--- config.mk ---
export PLATFORM = sky130hd
export DESIGN_NAME = lsdalu_sequencer
export DESIGN_NICKNAME = d
export VERILOG_FILES = /design/src/rtl/lsdalu_sequencer.sv
export SDC_FILE = /design/constraint.sdc
export NUM_CORES = 1
export LEC_CHECK = 0
export BUFFER_PORTS_ARGS = -buffer_cell sky130_fd_sc_hd__buf_2
export CAP_MARGIN = 40
export CORE_ASPECT_RATIO = 1.25
export CORE_MARGIN = 3
export CORE_UTILIZATION = 25
export CTS_BUF_LIST = sky130_fd_sc_hd__clkbuf_16
export DETAILED_ROUTE_END_ITERATION = 12
export PLACE_DENSITY_LB_ADDON = 0.08
export SETUP_SLACK_MARGIN = 0.02
export SYNTH_ARGS = -nofsm -noshare
export SYNTH_HDL_FRONTEND = slang
export SYNTH_SLANG_ARGS = --single-unit
--- constraint.sdc ---
create_clock -name clk -period 1.95 [get_ports clk]
set_clock_uncertainty 0.2 [all_clocks]
set_input_delay 0.195 -clock clk [delete_from_list [all_inputs] [get_ports clk]]
set_output_delay 0.195 -clock clk [all_outputs]
set_load 0.02 [all_outputs]
--- src/rtl/lsdalu_sequencer.sv ---
// Accumulator controller for the combinational lsdalu.
// Takes commands over a valid/ready handshake, drives the ALU ports and writes
// results back into the accumulator and flag registers. MUL is a shift/add
// macro that reuses the same ALU for 2*WIDTH cycles.
module lsdalu_sequencer #(
    parameter int WIDTH = 8
) (
    input  logic             clk,
    input  logic             reset,
    input  logic             cmd_valid,
    output logic             cmd_ready,
    input  logic [3:0]       cmd_op,
    input  logic [WIDTH-1:0] cmd_data,
    output logic             rsp_valid,
    input  logic             rsp_ready,
    output logic [WIDTH-1:0] acc,
    output logic [3:0]       flags,
    output logic             busy,
    output logic [WIDTH-1:0] alu_a,
    output logic [WIDTH-1:0] alu_b,
    output logic [2:0]       alu_opr,
    input  logic [WIDTH-1:0] alu_r,
    input  logic [3:0]       alu_flags
);

    localparam int IW = (WIDTH > 1) ? $clog2(WIDTH) : 1;
    localparam logic [IW-1:0] IDX_TOP = IW'(WIDTH - 1);

    typedef enum logic [2:0] {
        S_IDLE      = 3'd0,
        S_EXEC      = 3'd1,
        S_MUL_SHIFT = 3'd2,
        S_MUL_ADD   = 3'd3,
        S_DONE      = 3'd4
    } state_t;

    state_t           state_q, state_d;
    logic [WIDTH-1:0] acc_q, acc_d;
    logic [3:0]       flags_q, flags_d;
    logic [WIDTH-1:0] opnd_q, opnd_d;
    logic [WIDTH-1:0] prod_q, prod_d;
    logic [WIDTH-1:0] mcand_q, mcand_d;
    logic [IW-1:0]    bit_idx_q, bit_idx_d;
    logic [2:0]       op_q, op_d;

    logic accept;
    logic is_mul;
    logic last_bit;
    logic opnd_bit;

    assign accept   = (state_q == S_IDLE) && cmd_valid;
    assign is_mul   = (cmd_op == 4'b1000);
    assign last_bit = (bit_idx_q == '0);
    assign opnd_bit = opnd_q[bit_idx_q];

    // State register
    always_ff @(posedge clk) begin
        if (reset) begin
            state_q <= S_IDLE;
        end else begin
            state_q <= state_d;
        end
    end

    // Next-state logic
    always_comb begin
        state_d = state_q;
        case (state_q)
            S_IDLE: begin
                if (cmd_valid) begin
                    if (!cmd_op[3])  state_d = S_EXEC;
                    else if (is_mul) state_d = S_MUL_SHIFT;
                    else             state_d = S_DONE;
                end
            end
            S_EXEC:      state_d = S_DONE;
            S_MUL_SHIFT: state_d = S_MUL_ADD;
            S_MUL_ADD:   state_d = last_bit ? S_DONE : S_MUL_SHIFT;
            S_DONE:      if (rsp_ready) state_d = S_IDLE;
            default:     state_d = S_IDLE;
        endcase
    end

    // Outputs: ALU drive and handshake flags decoded from the current state
    always_comb begin
        alu_a     = acc_q;
        alu_b     = '0;
        alu_opr   = 3'b000;
        cmd_ready = (state_q == S_IDLE);
        rsp_valid = (state_q == S_DONE);
        busy      = (state_q != S_IDLE);
        case (state_q)
            S_EXEC: begin
                alu_b   = opnd_q;
                alu_opr = op_q;
            end
            S_MUL_SHIFT: begin
                alu_a   = prod_q;
                alu_opr = 3'b101;
            end
            S_MUL_ADD: begin
                alu_a   = prod_q;
                alu_b   = mcand_q;
                alu_opr = 3'b010;
            end
            default: ;
        endcase
    end

    // Datapath next-state: accept latching, EXEC write-back, MUL iteration
    always_comb begin
        acc_d     = acc_q;
        flags_d   = flags_q;
        opnd_d    = opnd_q;
        prod_d    = prod_q;
        mcand_d   = mcand_q;
        bit_idx_d = bit_idx_q;
        op_d      = op_q;
        case (state_q)
            S_IDLE: begin
                if (accept) begin
                    opnd_d = cmd_data;
                    op_d   = cmd_op[2:0];
                    if (is_mul) begin
                        mcand_d   = acc_q;
                        prod_d    = '0;
                        bit_idx_d = IDX_TOP;
                    end else if (cmd_op == 4'b1001) begin
                        acc_d   = '0;
                        flags_d = '0;
                    end
                end
            end
            S_EXEC: begin
                acc_d   = alu_r;
                flags_d = alu_flags;
            end
            S_MUL_SHIFT: begin
                prod_d = alu_r;
            end
            S_MUL_ADD: begin
                // Multiplier bits are consumed MSB first; add only where set.
                if (opnd_bit) prod_d = alu_r;
                if (last_bit) begin
                    acc_d   = opnd_q[0] ? alu_r : prod_q;
                    flags_d = alu_flags;
                end else begin
                    bit_idx_d = bit_idx_q - 1'b1;
                end
            end
            default: ;
        endcase
    end

    // Datapath registers; reset discards any multiply in flight
    always_ff @(posedge clk) begin
        if (reset) begin
            acc_q     <= '0;
            flags_q   <= '0;
            opnd_q    <= '0;
            prod_q    <= '0;
            mcand_q   <= '0;
            bit_idx_q <= IDX_TOP;
            op_q      <= '0;
        end else begin
            acc_q     <= acc_d;
            flags_q   <= flags_d;
            opnd_q    <= opnd_d;
            prod_q    <= prod_d;
            mcand_q   <= mcand_d;
            bit_idx_q <= bit_idx_d;
            op_q      <= op_d;
        end
    end

    assign acc   = acc_q;
    assign flags = flags_q;

endmodule
# Yosys cells after proc, flatten, opt, wreduce, memory -nomap -nowiden
# Index checks and enable logic that the tools add are counted.
[classes]
order_cmp = 1
n_reduce_logical = 14
add_sub_neg = 1
mux = 30
n_bitwise = 0
multipliers = 0
shift = 0
div_mod_pow = 0
n_eq_ne = 15
[op_table]
columns = ["op", "count"]
rows = [
  ["$mux 8", 9],
  ["$pmux 8 s3", 2],
  ["$mux 3", 8],
  ["$mux 4", 4],
  ["$pmux 8 s2", 1],
  ["$pmux 3 s5", 1],
  ["$pmux 4 s3", 1],
  ["$ne 2x2->1 const B", 5],
  ["$pmux 3 s3", 1],
  ["$reduce_bool 3->1", 3],
  ["$eq 4x4->1 const B", 2],
  ["$ne 2x1->1 const B", 4],
  ["$reduce_and 4->1", 2],
  ["$eq 3x2->1 const B", 2],
  ["$logic_not 3->1", 2],
  ["$pmux 3 s2", 1],
  ["$reduce_and 5->1", 1],
  ["$lt 3x4->1 const B", 1],
  ["$reduce_and 2->1", 2],
  ["$bmux 1 s3", 1],
  ["$eq 3x1->1 const B", 1],
  ["$eq 3x3->1 const B", 1],
  ["$reduce_and 3->1", 1],
  ["$sub 3x1->3 const B", 1],
  ["other kinds (4)", 4],
]
[totals]
ram_bits = 0
ff_bits = 45
input_bits = 28
n_memories = 0
latchBits = 0
word_cells = 69
rom_bits = 0

# Longest topological paths before layout
# Gate-level depths: netlist of the first run.
[depth]
word_depth = 5
ltp_mapped = 7
ltp_nobuf = 6

# Worst setup path after synthesis of the first run
# Ideal clock, no wire load.
[synth_path]
kind = "register -> output"
from = "register state_q[1]"
to = "output alu_a[1]"
path_stages_with_launch = 5
arrival_ps = 1425
path_slack_ps = 130
required_ps = 1555
path_cell_list = "dfxtp_1 buf_2 nand2b_1 clkbuf_1 o21ai_0"
[synth_via]
elab_chain_len = 3
[synth_lines]
columns = ["element", "line", "source"]
rows = [
  ["from (decl)", "37", "state_t state_q, state_d;"],
  ["from (signal assigned)", "61", "state_q <= state_d;"],
  ["$eq 3x2->1", "92", "case (state_q)"],
  ["$reduce_or 2->1 (no source line) *", "n/a", ""],
  ["$mux 8 *", "92", ""],
  ["to (decl)", "19", "output logic [WIDTH-1:0] alu_a,"],
]
# Every way passes the cells marked *; elsewhere a longest branch is shown, timed or not.

# Final worst setup path of the first run
[layout_path]
from = "register state_q[2]"
to = "output alu_a[1]"
# The elaborated chain is that of the path after synthesis.

==> results.cfg, run 1 <==
[timing]
fmax_mhz = 561
tightest_slew_ns = 0.606
finalHoldViolCount = 1
whs_ns = -0.00180
setup_viol = 0
rsz0062_at_grt = false
timing.final.crit_share = 0.914
finalSetupTns_ns = 0
slew_viol_final = 0
max_slew_margin = 0.596
finalCriticalPeriod_ns = 1.78

[run_status]
status = finished with violations
violations = negative hold slack

[floorplan]
initial_core_util = 0.261
num_rows = 39
coreArea_sq_um = 9270
fp.dieW_microns = 94.0
die_area_sq_um = 10900
die_y_microns = 116
io_pins = 62

[grt]
grt_usage = 0.147
grt_overflow = 0
grt_max_degree = 30
grt_first_pass_wirelength_microns = 12500
antenna_found_initial = 0
first_global_vias = 2426

[yosys]
synthesis.area_sq_um = 2420
yosys.cell_types.count = 39
synth_nets = 323
ys.warnings.count = 0
ys_ff_latch = 45
avgSynthCellArea_sq_um = 8.26
synth_cells = 293
seq_area_frac_synth = 0.372

[cts]
clk_pin_slew_ns = 0.06
cts-root-buf = clkbuf_16
ctsHtreeMaxLevel = 2
cts_tree = yes
cts-buffers-inserted = 5
cts_num_sinks = 45
post_cts_buffers = 0
clock_latency_ns = 0.28
clockBufferDepth = 2

[routing]
via_count = 2318
drt_iter0_drc = 68
wl_per_cell_microns = 15.1
final_antenna_net_count = 0
viasPerCell = 4.65
wl_microns = 7500
drcViolationCount = 0
first_pass_iters = 4

[setup_path]
path_max_fanout = 16
slowest_delay_ns = 0.42
path_class = flop to output port
crit_path_cell_trace = nand2b_1, buf_4, nand2_1, o21ai_0, buf_2
reg2reg_to = prod_q[7]$_SDFFE_PP0P_
worstPathArrival_ns = 1.39
cpMaxStageDelayCell = dfxtp_4
regToRegStartpoint = bit_idx_q[0]$_SDFFE_PP1P_
r2r_slack_ns = 0.19
cp-end-kind = output port
reg2reg_depth = 4
crit_required_ns = 1.55
startpoint_type = flop

[finish]
fill_cells = 1019
n_antenna_cell = 0
final_cells = 498
final-seq-area_sq_um = 915
finalInstanceArea_sq_um = 3240
area_delta_synth_final_pct = 34.1
fin_nets = 404
final_layout_size_suffix_gt1_frac = 0.309
multi_input_area_sq_um = 1350

[placement]
port_buffers = 61
placed_cells = 470
place_area_sq_um = 2890
globalplace.congestion = 0.785
hpwlAfterDp_microns = 5590

[power_and_ir_drop]
power_leakage_nw = 1.27
vdd_ir_drop_max_v = 0.000338
powerDensity_nw_per_um2 = 664

[flow_run]
cap_violations = 0

[hold_path]
hold_class = primary input to flop
hold_start = cmd_op[1]
holdPathStages = 3
hold_path_end = op_q[1]$_SDFFE_PP0P_
-- critical path, delay by kind of cell (launching register included) --
family / cells / cell delay, ns
compound gates: 1 / 0.08
buf+inv: 2 / 0.39
flops: 1 / 0.42
simple gates: 2 / 0.21
-- layer usage --
metal | GRT usage | share of wire | vias up
li1 | - | - | 1182
met1 | 0.183 | 0.45 | 1080
met2 | 0.257 | 0.49 | 50
met3 | 0.0325 | 0.047 | 6
met4 | 0.0385 | 0.011 | 0
met5 | 0 | 0 | -
-- stage by stage --
stage,total power [mW],setup slack (ns),utilization
floorplan,1.20,0.130,-
global placement,1.32,0.133,0.311
detailed placement,1.32,0.100,0.311
CTS,2.19,0.0400,0.348
global route,2.25,0.0246,0.350
finish,2.15,0.168,0.350
-- layout make-up --
type,count,share of cell area
Clock buffer,5,0.0386
Sequential cell,45,0.282
Inverter,15,0.0174
Clock inverter,3,0.00501
Multi-Input combinational cell,212,0.417
Timing Repair Buffer,95,0.193
Tap cell,123,0.0474
-- power breakdown --
| group | switching [mW] | leakage [nW] | internal, mW | total [mW] |
|---|---|---|---|---|
| logic | 0.186 | 0.834 | 0.147 | 0.333 |
| registers | 0.0358 | 0.367 | 0.949 | 0.985 |
| clock network | 0.365 | 0.0693 | 0.471 | 0.836 |
-- logic make-up (layout without fill, tap and decap cells) --
family | after synthesis | after routing | share of synthesized area
mux | 20 | 20 | 0.0869
compound gates | 76 | 76 | 0.231
flops | 45 | 45 | 0.372
buf+inv | 36 | 118 | 0.0693
fa+ha+maj | 2 | 2 | 0.0103
simple gates | 114 | 114 | 0.231
-- sequential cells by signal, summed over array words and instances (netlist names) --
signal	flops
acc	8
mcand_q	8
opnd_q	8
prod_q	8
flags	4
bit_idx_q	3
op_q	3
state_q	3
-- repair_timing --
action                                 4_1_cts  5_1_grt
endpoints found under the hold margin       20        0
pin swaps                                    0        1
resized for setup                            3        6
hold buffers                                20        0
setup endpoints to repair                   19       22
-- how the worst max path moves through the flow --
stage / start / end / slack [ns] / cells after the start
3_5_place_dp: bit_idx_q[0]$_SDFFE_PP1P_ / prod_q[7]$_SDFFE_PP0P_ / 0.10 / 4
2_1_floorplan: state_q[1]$_SDFFE_PP0P_ / alu_a[1] / 0.13 / 4
4_1_cts: state_q[1]$_SDFFE_PP0P_ / alu_b[7] / 0.04 / 4
5_1_grt: bit_idx_q[0]$_SDFFE_PP1P_ / prod_q[7]$_SDFFE_PP0P_ / 0.02 / 4
3_3_place_gp: state_q[2]$_SDFFE_PP0P_ / prod_q[3]$_SDFFE_PP0P_ / 0.13 / 4
6_report: state_q[2]$_SDFFE_PP0P_ / alu_a[1] / 0.17 / 5
-- cells in the mapped netlist --
library cell | instances | area share
or3_1 | 3 | 0.0078
nand3_1 | 16 | 0.033
o21ai_1 | 5 | 0.010
nor4b_2 | 1 | 0.0062
and2_1 | 1 | 0.0026
ha_1 | 2 | 0.010
inv_2 | 2 | 0.0031
mux2_2 | 3 | 0.014
o31ai_2 | 1 | 0.0052
buf_4 | 3 | 0.0093
buf_2 | 5 | 0.010
o32ai_1 | 10 | 0.036
nand2_1 | 55 | 0.085
o31ai_1 | 1 | 0.0031
dfxtp_1 | 45 | 0.37
nand3b_1 | 1 | 0.0031
nor2_1 | 14 | 0.022
clkbuf_1 | 11 | 0.017
a21oi_1 | 26 | 0.054
o211ai_2 | 10 | 0.052
and2b_1 | 1 | 0.0031
nand2b_1 | 14 | 0.036
a32oi_1 | 1 | 0.0036
a21oi_2 | 10 | 0.036
nor2b_1 | 1 | 0.0026
mux2i_1 | 12 | 0.050
and3_1 | 1 | 0.0026
and3_4 | 1 | 0.0047
o211ai_1 | 2 | 0.0062
inv_1 | 13 | 0.020
or4_1 | 1 | 0.0031
a21o_1 | 1 | 0.0031
mux2_1 | 5 | 0.023
o32a_2 | 1 | 0.0047
nor4_1 | 1 | 0.0026
buf_6 | 2 | 0.0093
o21ai_0 | 8 | 0.017
nor4b_4 | 1 | 0.0098
nor3b_1 | 2 | 0.0062
-- layout by cell type (no fill, tap or decap), types with 3 or more instances in the layout --
cell,instances
buf_2,61
nand2_1,55
dfxtp_1,40
a21oi_1,26
dlygate4sd3_1,20
nand3_1,16
nand2b_1,14
nor2_1,14
inv_1,13
mux2i_1,12
buf_4,12
o32ai_1,10
o211ai_2,10
a21oi_2,10
o21ai_0,8
o21ai_1,5
mux2_1,5
clkbuf_16,5
or3_1,3
mux2_2,3
dfxtp_4,3
Note: power is estimated with default switching activity, not from simulation.
==> run 2, diff against run 1 <==
Settings changed: CTS_CLUSTER_DIAMETER set to 60, PLACE_DENSITY set to 0.41, PLACE_DENSITY_LB_ADDON 0.08 to unset.
==> run 2 against run 1 <==
  * Die area unchanged
  * Routed wire length decreased by 1.9%
  * Utilization increased by 0.20 points
  * The flow still finishes with violations (negative hold slack)
  * Highest routed layer unchanged
  * Combinational power about the same
  * Critical endpoint unchanged
  * Cell area increased by 0.58%
==> results.cfg, run 2 (synthesized netlist as in run 1, its figures left out) <==
[run_status]
status = finished with violations
violations = negative hold slack

[grt]
grt_max_degree = 32
antenna_found_initial = 0
first_global_vias = 2265
grt_first_pass_wirelength_microns = 11900
grt_overflow = 0
grt_usage = 0.140

[timing]
finalCriticalPeriod_ns = 1.80
fmax_mhz = 554
whs_ns = -0.000554
max_slew_margin = 0.705
rsz0062_at_grt = false
tightest_slew_ns = 0.442
setup_viol = 0
slew_viol_final = 0
finalSetupTns_ns = 0
timing.final.crit_share = 0.925
finalHoldViolCount = 1

[floorplan]
coreArea_sq_um = 9270
die_area_sq_um = 10900
initial_core_util = 0.261
num_rows = 39
io_pins = 62
die_y_microns = 116
fp.dieW_microns = 94.0

[cts]
cts-buffers-inserted = 5
cts_tree = yes
clock_latency_ns = 0.29
cts_num_sinks = 45
cts-root-buf = clkbuf_16
clk_pin_slew_ns = 0.06
ctsHtreeMaxLevel = 2
clockBufferDepth = 2
post_cts_buffers = 0

[setup_path]
path_class = flop to output port
startpoint_type = flop
worstPathArrival_ns = 1.41
path_max_fanout = 16
cpMaxStageDelayCell = dfxtp_4
crit_path_cell_trace = nand2b_1, buf_4, o21ai_0, buf_2
crit_required_ns = 1.55
cp-end-kind = output port
slowest_delay_ns = 0.39

[power_and_ir_drop]
intPower_mw = 1.70
seqPwrFrac = 0.431
netSwitchingFraction = 0.258
clkPwrFrac = 0.423
netSwitchingPower_mw = 0.589
vdd_ir_drop_max_v = 0.000334
power_leakage_nw = 1.28
powerDensity_nw_per_um2 = 701
combPwrFrac = 0.146

[placement]
globalplace.congestion = 0.802
port_buffers = 61
hpwlAfterDp_microns = 5510

[routing]
wl_per_cell_microns = 14.8
viasPerCell = 4.62
via_count = 2299
drcViolationCount = 0
final_antenna_net_count = 0
drt_iter0_drc = 75
wl_microns = 7360
first_pass_iters = 4

[finish]
final_layout_size_suffix_gt1_frac = 0.312
n_antenna_cell = 0
fin_nets = 404
fill_cells = 1031
area_delta_synth_final_pct = 34.9
final_cell_mix = 61 x buf_2, 55 x nand2_1, 40 x dfxtp_1
final_common_cell = buf_2

[hold_path]
hold_class = primary input to flop

[flow_run]
cap_violations = 0
==> run 2: cell count changes in the layout (fill, tap and decap cells not counted) <==
cell        previous run  this run
buf_4                 12        13
buf_6                  1         0
bufinv_16              0         1
clkinv_1               2         1
clkinvlp_4             0         1
dfxtp_2                2         3
dfxtp_4                3         2
inv_6                  1         0
==> run 2: final cells by class <==
cell class                      count  area (sq um)  share of cell area
Clock inverter                      3          41.3              0.0127
Sequential cell                    45           912               0.280
Inverter                           15          56.3              0.0173
Clock buffer                        5           125              0.0383
Timing Repair Buffer               95           623               0.191
Tap cell                          123           154              0.0472
Multi-Input combinational cell    212          1350               0.414
==> run 2: worst max-delay path, delay by kind of cell (launching register included) <==
family / cells / cell delay, ns
AO/OA/AOI/OAI: 1 / 0.19
buffers and inverters: 2 / 0.39
flip-flops: 1 / 0.39
AND/OR/NAND/NOR: 1 / 0.16
==> run 2: power groups by stage <==
| stage | registers, mW | clock network (mW) | logic (mW) |
|---|---|---|---|
| floorplan | 0.999 | 0 | 0.196 |
| global placement | 1.01 | 0 | 0.307 |
| detailed placement | 1.01 | 0 | 0.308 |
| CTS | 0.987 | 0.993 | 0.340 |
| global route | 0.991 | 1.02 | 0.371 |
| finish | 0.986 | 0.968 | 0.333 |
==> run 2: final timing paths <==
path / start / endpoint / slack (ns) / cells after the start
min reg2reg: op_q[1]$_SDFFE_PP0P_ / op_q[1]$_SDFFE_PP0P_ / 0.26 / 2
min: cmd_op[1] / op_q[1]$_SDFFE_PP0P_ / -0.0006 / 3
max reg2reg: bit_idx_q[1]$_SDFFE_PP1P_ / prod_q[1]$_SDFFE_PP0P_ / 0.16 / 4
max: state_q[2]$_SDFFE_PP0P_ / alu_a[1] / 0.15 / 4
==> run 2: routing by layer <==
metal	share of wire	up-vias	GRT usage
met4	0.016	0	0.0424
met2	0.48	42	0.238
met1	0.46	1063	0.179
li1	-	1185	-
met5	0	-	0
met3	0.036	9	0.0273
==> run 2: through the flow <==
step            util  area [sq um]  cells  worst slack, ns  total power [mW]
3_5_place_dp   0.311          2890    470           0.0850              1.32
2_1_floorplan      -          2420    293            0.130              1.20
5_1_grt        0.352          3260    498           0.0550              2.39
3_3_place_gp   0.311          2890    470            0.125              1.32
6_report       0.352          3260    498            0.146              2.29
4_1_cts        0.351          3260    498           0.0662              2.32
==> run 2: timing repair <==
action                     4_1_cts  5_1_grt
gates resized for setup          3        4
hold endpoints to repair        20        0
pin swaps                        0        1
setup endpoints to repair       19       10
hold buffers                    20        0
cloned                           0        0
==> run 3, diff against run 2 <==
Settings changed: CORE_UTILIZATION 25 to 50, PLACE_DENSITY 0.41 to 0.73.
==> run 3 against run 2 <==
  * The flow now finishes without violations
  * Die area fell by 48%
  * Clock power fell by 2%
  * Setup slack got worse by 0.059 ns
  * Routed wire length fell by 9.4%
  * Largest cell class unchanged
  * First-iteration DRC count rose by 110%
  * Largest power group unchanged
==> results.cfg, run 3 (synthesized netlist as in run 1, its figures left out) <==
[run_status]
status = finished clean

[routing]
drt_iter0_drc = 157
wl_per_cell_microns = 15.5
drcViolationCount = 0
via_count = 2427
wl_microns = 6670
final_antenna_net_count = 0
first_pass_iters = 5
viasPerCell = 5.63

[floorplan]
die_y_microns = 83.8
initial_core_util = 0.535
coreArea_sq_um = 4530
die_area_sq_um = 5720
io_pins = 62
num_rows = 27
fp.dieW_microns = 68.2

[finish]
fill_cells = 396
area_delta_synth_final_pct = 31.0
multi_input_area_sq_um = 1350
final_layout_size_suffix_gt1_frac = 0.311
final_cell_mix = 61 x buf_2, 55 x nand2_1, 40 x dfxtp_1
final_common_cell = buf_2
n_antenna_cell = 0
final-seq-area_sq_um = 912
fin_nets = 402

[power_and_ir_drop]
intPower_mw = 1.70
netSwitchingPower_mw = 0.569
combPwrFrac = 0.145
seqPwrFrac = 0.435
power_leakage_nw = 1.27
clkPwrFrac = 0.419
vdd_ir_drop_max_v = 0.000437
netSwitchingFraction = 0.251
powerDensity_nw_per_um2 = 715

[hold_path]
hold_path_end = flags[3]$_SDFFE_PP0P_
hold_start = alu_flags[3]
hold_class = primary input to flop
holdPathStages = 3

[setup_path]
path_max_fanout = 12
regToRegStartpoint = bit_idx_q[0]$_SDFFE_PP1P_
reg2reg_depth = 6
startpoint_type = flop
cp-end-kind = output port
path_class = flop to output port
worstPathArrival_ns = 1.47
r2r_slack_ns = 0.17
crit_required_ns = 1.55
reg2reg_to = bit_idx_q[2]$_SDFFE_PP1P_
critPathLaunch = state_q[2]$_SDFFE_PP0P_

[grt]
grt_overflow = 0
first_global_vias = 2380
grt_first_pass_wirelength_microns = 11200
antenna_found_initial = 0
grt_max_degree = 34
grt_usage = 0.256

[timing]
finalCriticalPeriod_ns = 1.86
rsz0062_at_grt = false
max_slew_margin = 0.552
slew_viol_final = 0
tightest_slew_ns = 0.672
setup_viol = 0
fmax_mhz = 537
whs_ns = 0.00331
finalHoldViolCount = 0
timing.final.crit_share = 0.956
finalSetupTns_ns = 0

[cts]
cts-root-buf = clkbuf_16
cts_num_sinks = 45
cts_tree = yes
ctsHtreeMaxLevel = 2
clk_pin_slew_ns = 0.06
clock_latency_ns = 0.29
clockBufferDepth = 2
cts-buffers-inserted = 5

[flow_run]
cap_violations = 0

[placement]
globalplace.congestion = 0.847
port_buffers = 61
hpwlAfterDp_microns = 4660
-- run 3: changes by cell type in the layout (fill, tap and decap cells not counted), sizes merged --
cell and delta:
buf -2
-- run 3: per-layer routing --
metal	vias to the layer above	share of wire	GRT usage
li1	1184	-	-
met1	1147	0.40	0.308
met2	80	0.53	0.440
met3	16	0.049	0.0472
met4	0	0.022	0.0868
met5	-	0	0
-- run 3: final cells by class --
| cell class | instances | area share |
|---|---|---|
| inverter | 15 | 0.0178 |
| clock buffer | 5 | 0.0395 |
| tap | 58 | 0.0229 |
| timing repair buffer | 93 | 0.192 |
| clock inverter | 3 | 0.0130 |
| multi-input combinational | 212 | 0.427 |
| sequential | 45 | 0.288 |
-- run 3: metrics by stage --
step	utilization	setup slack [ns]	cell area, sq um	cells	total power [mW]
after floorplan	-	0.130	2420	293	1.20
after global placement	0.616	0.153	2790	403	1.29
after detailed placement	0.616	0.113	2790	403	1.30
after CTS	0.698	0.0367	3160	431	2.28
after global routing	0.700	0.0349	3170	431	2.36
final	0.700	0.0867	3170	431	2.27
-- run 3: power by group through the flow --
stage | logic (mW) | clock network (mW) | registers [mW]
6_report | 0.329 | 0.950 | 0.986
5_1_grt | 0.361 | 1.01 | 0.990
4_1_cts | 0.328 | 0.965 | 0.986
3_5_place_dp | 0.295 | 0 | 1.01
3_3_place_gp | 0.290 | 0 | 1.00
2_1_floorplan | 0.196 | 0 | 0.999
-- run 3: worst max path at each step --
stage	end	slack, ns	depth (start not counted)
CTS	alu_b[7]	0.04	4
finish	alu_b[6]	0.09	4
global route	alu_opr[0]	0.03	5
detailed placement	acc[0]$_SDFFE_PP0P_	0.11	4
global placement	bit_idx_q[2]$_SDFFE_PP1P_	0.15	5
floorplan	alu_a[1]	0.13	4
-- run 3: worst max-delay path, cell delays in order, from the launching register on --
cell and delay, ns:
dfxtp_4 0.39, buf_4 0.16, nand2b_2 0.26, nor2_1 0.17, buf_2 0.20
-- run 3: timing repair --
action / in CTS / in global routing
buffers inserted: 0 / 0
hold buffers: 20 / 0
resized for setup: 3 / 5
setup endpoints to repair: 19 / 18
hold endpoints to repair: 20 / 0
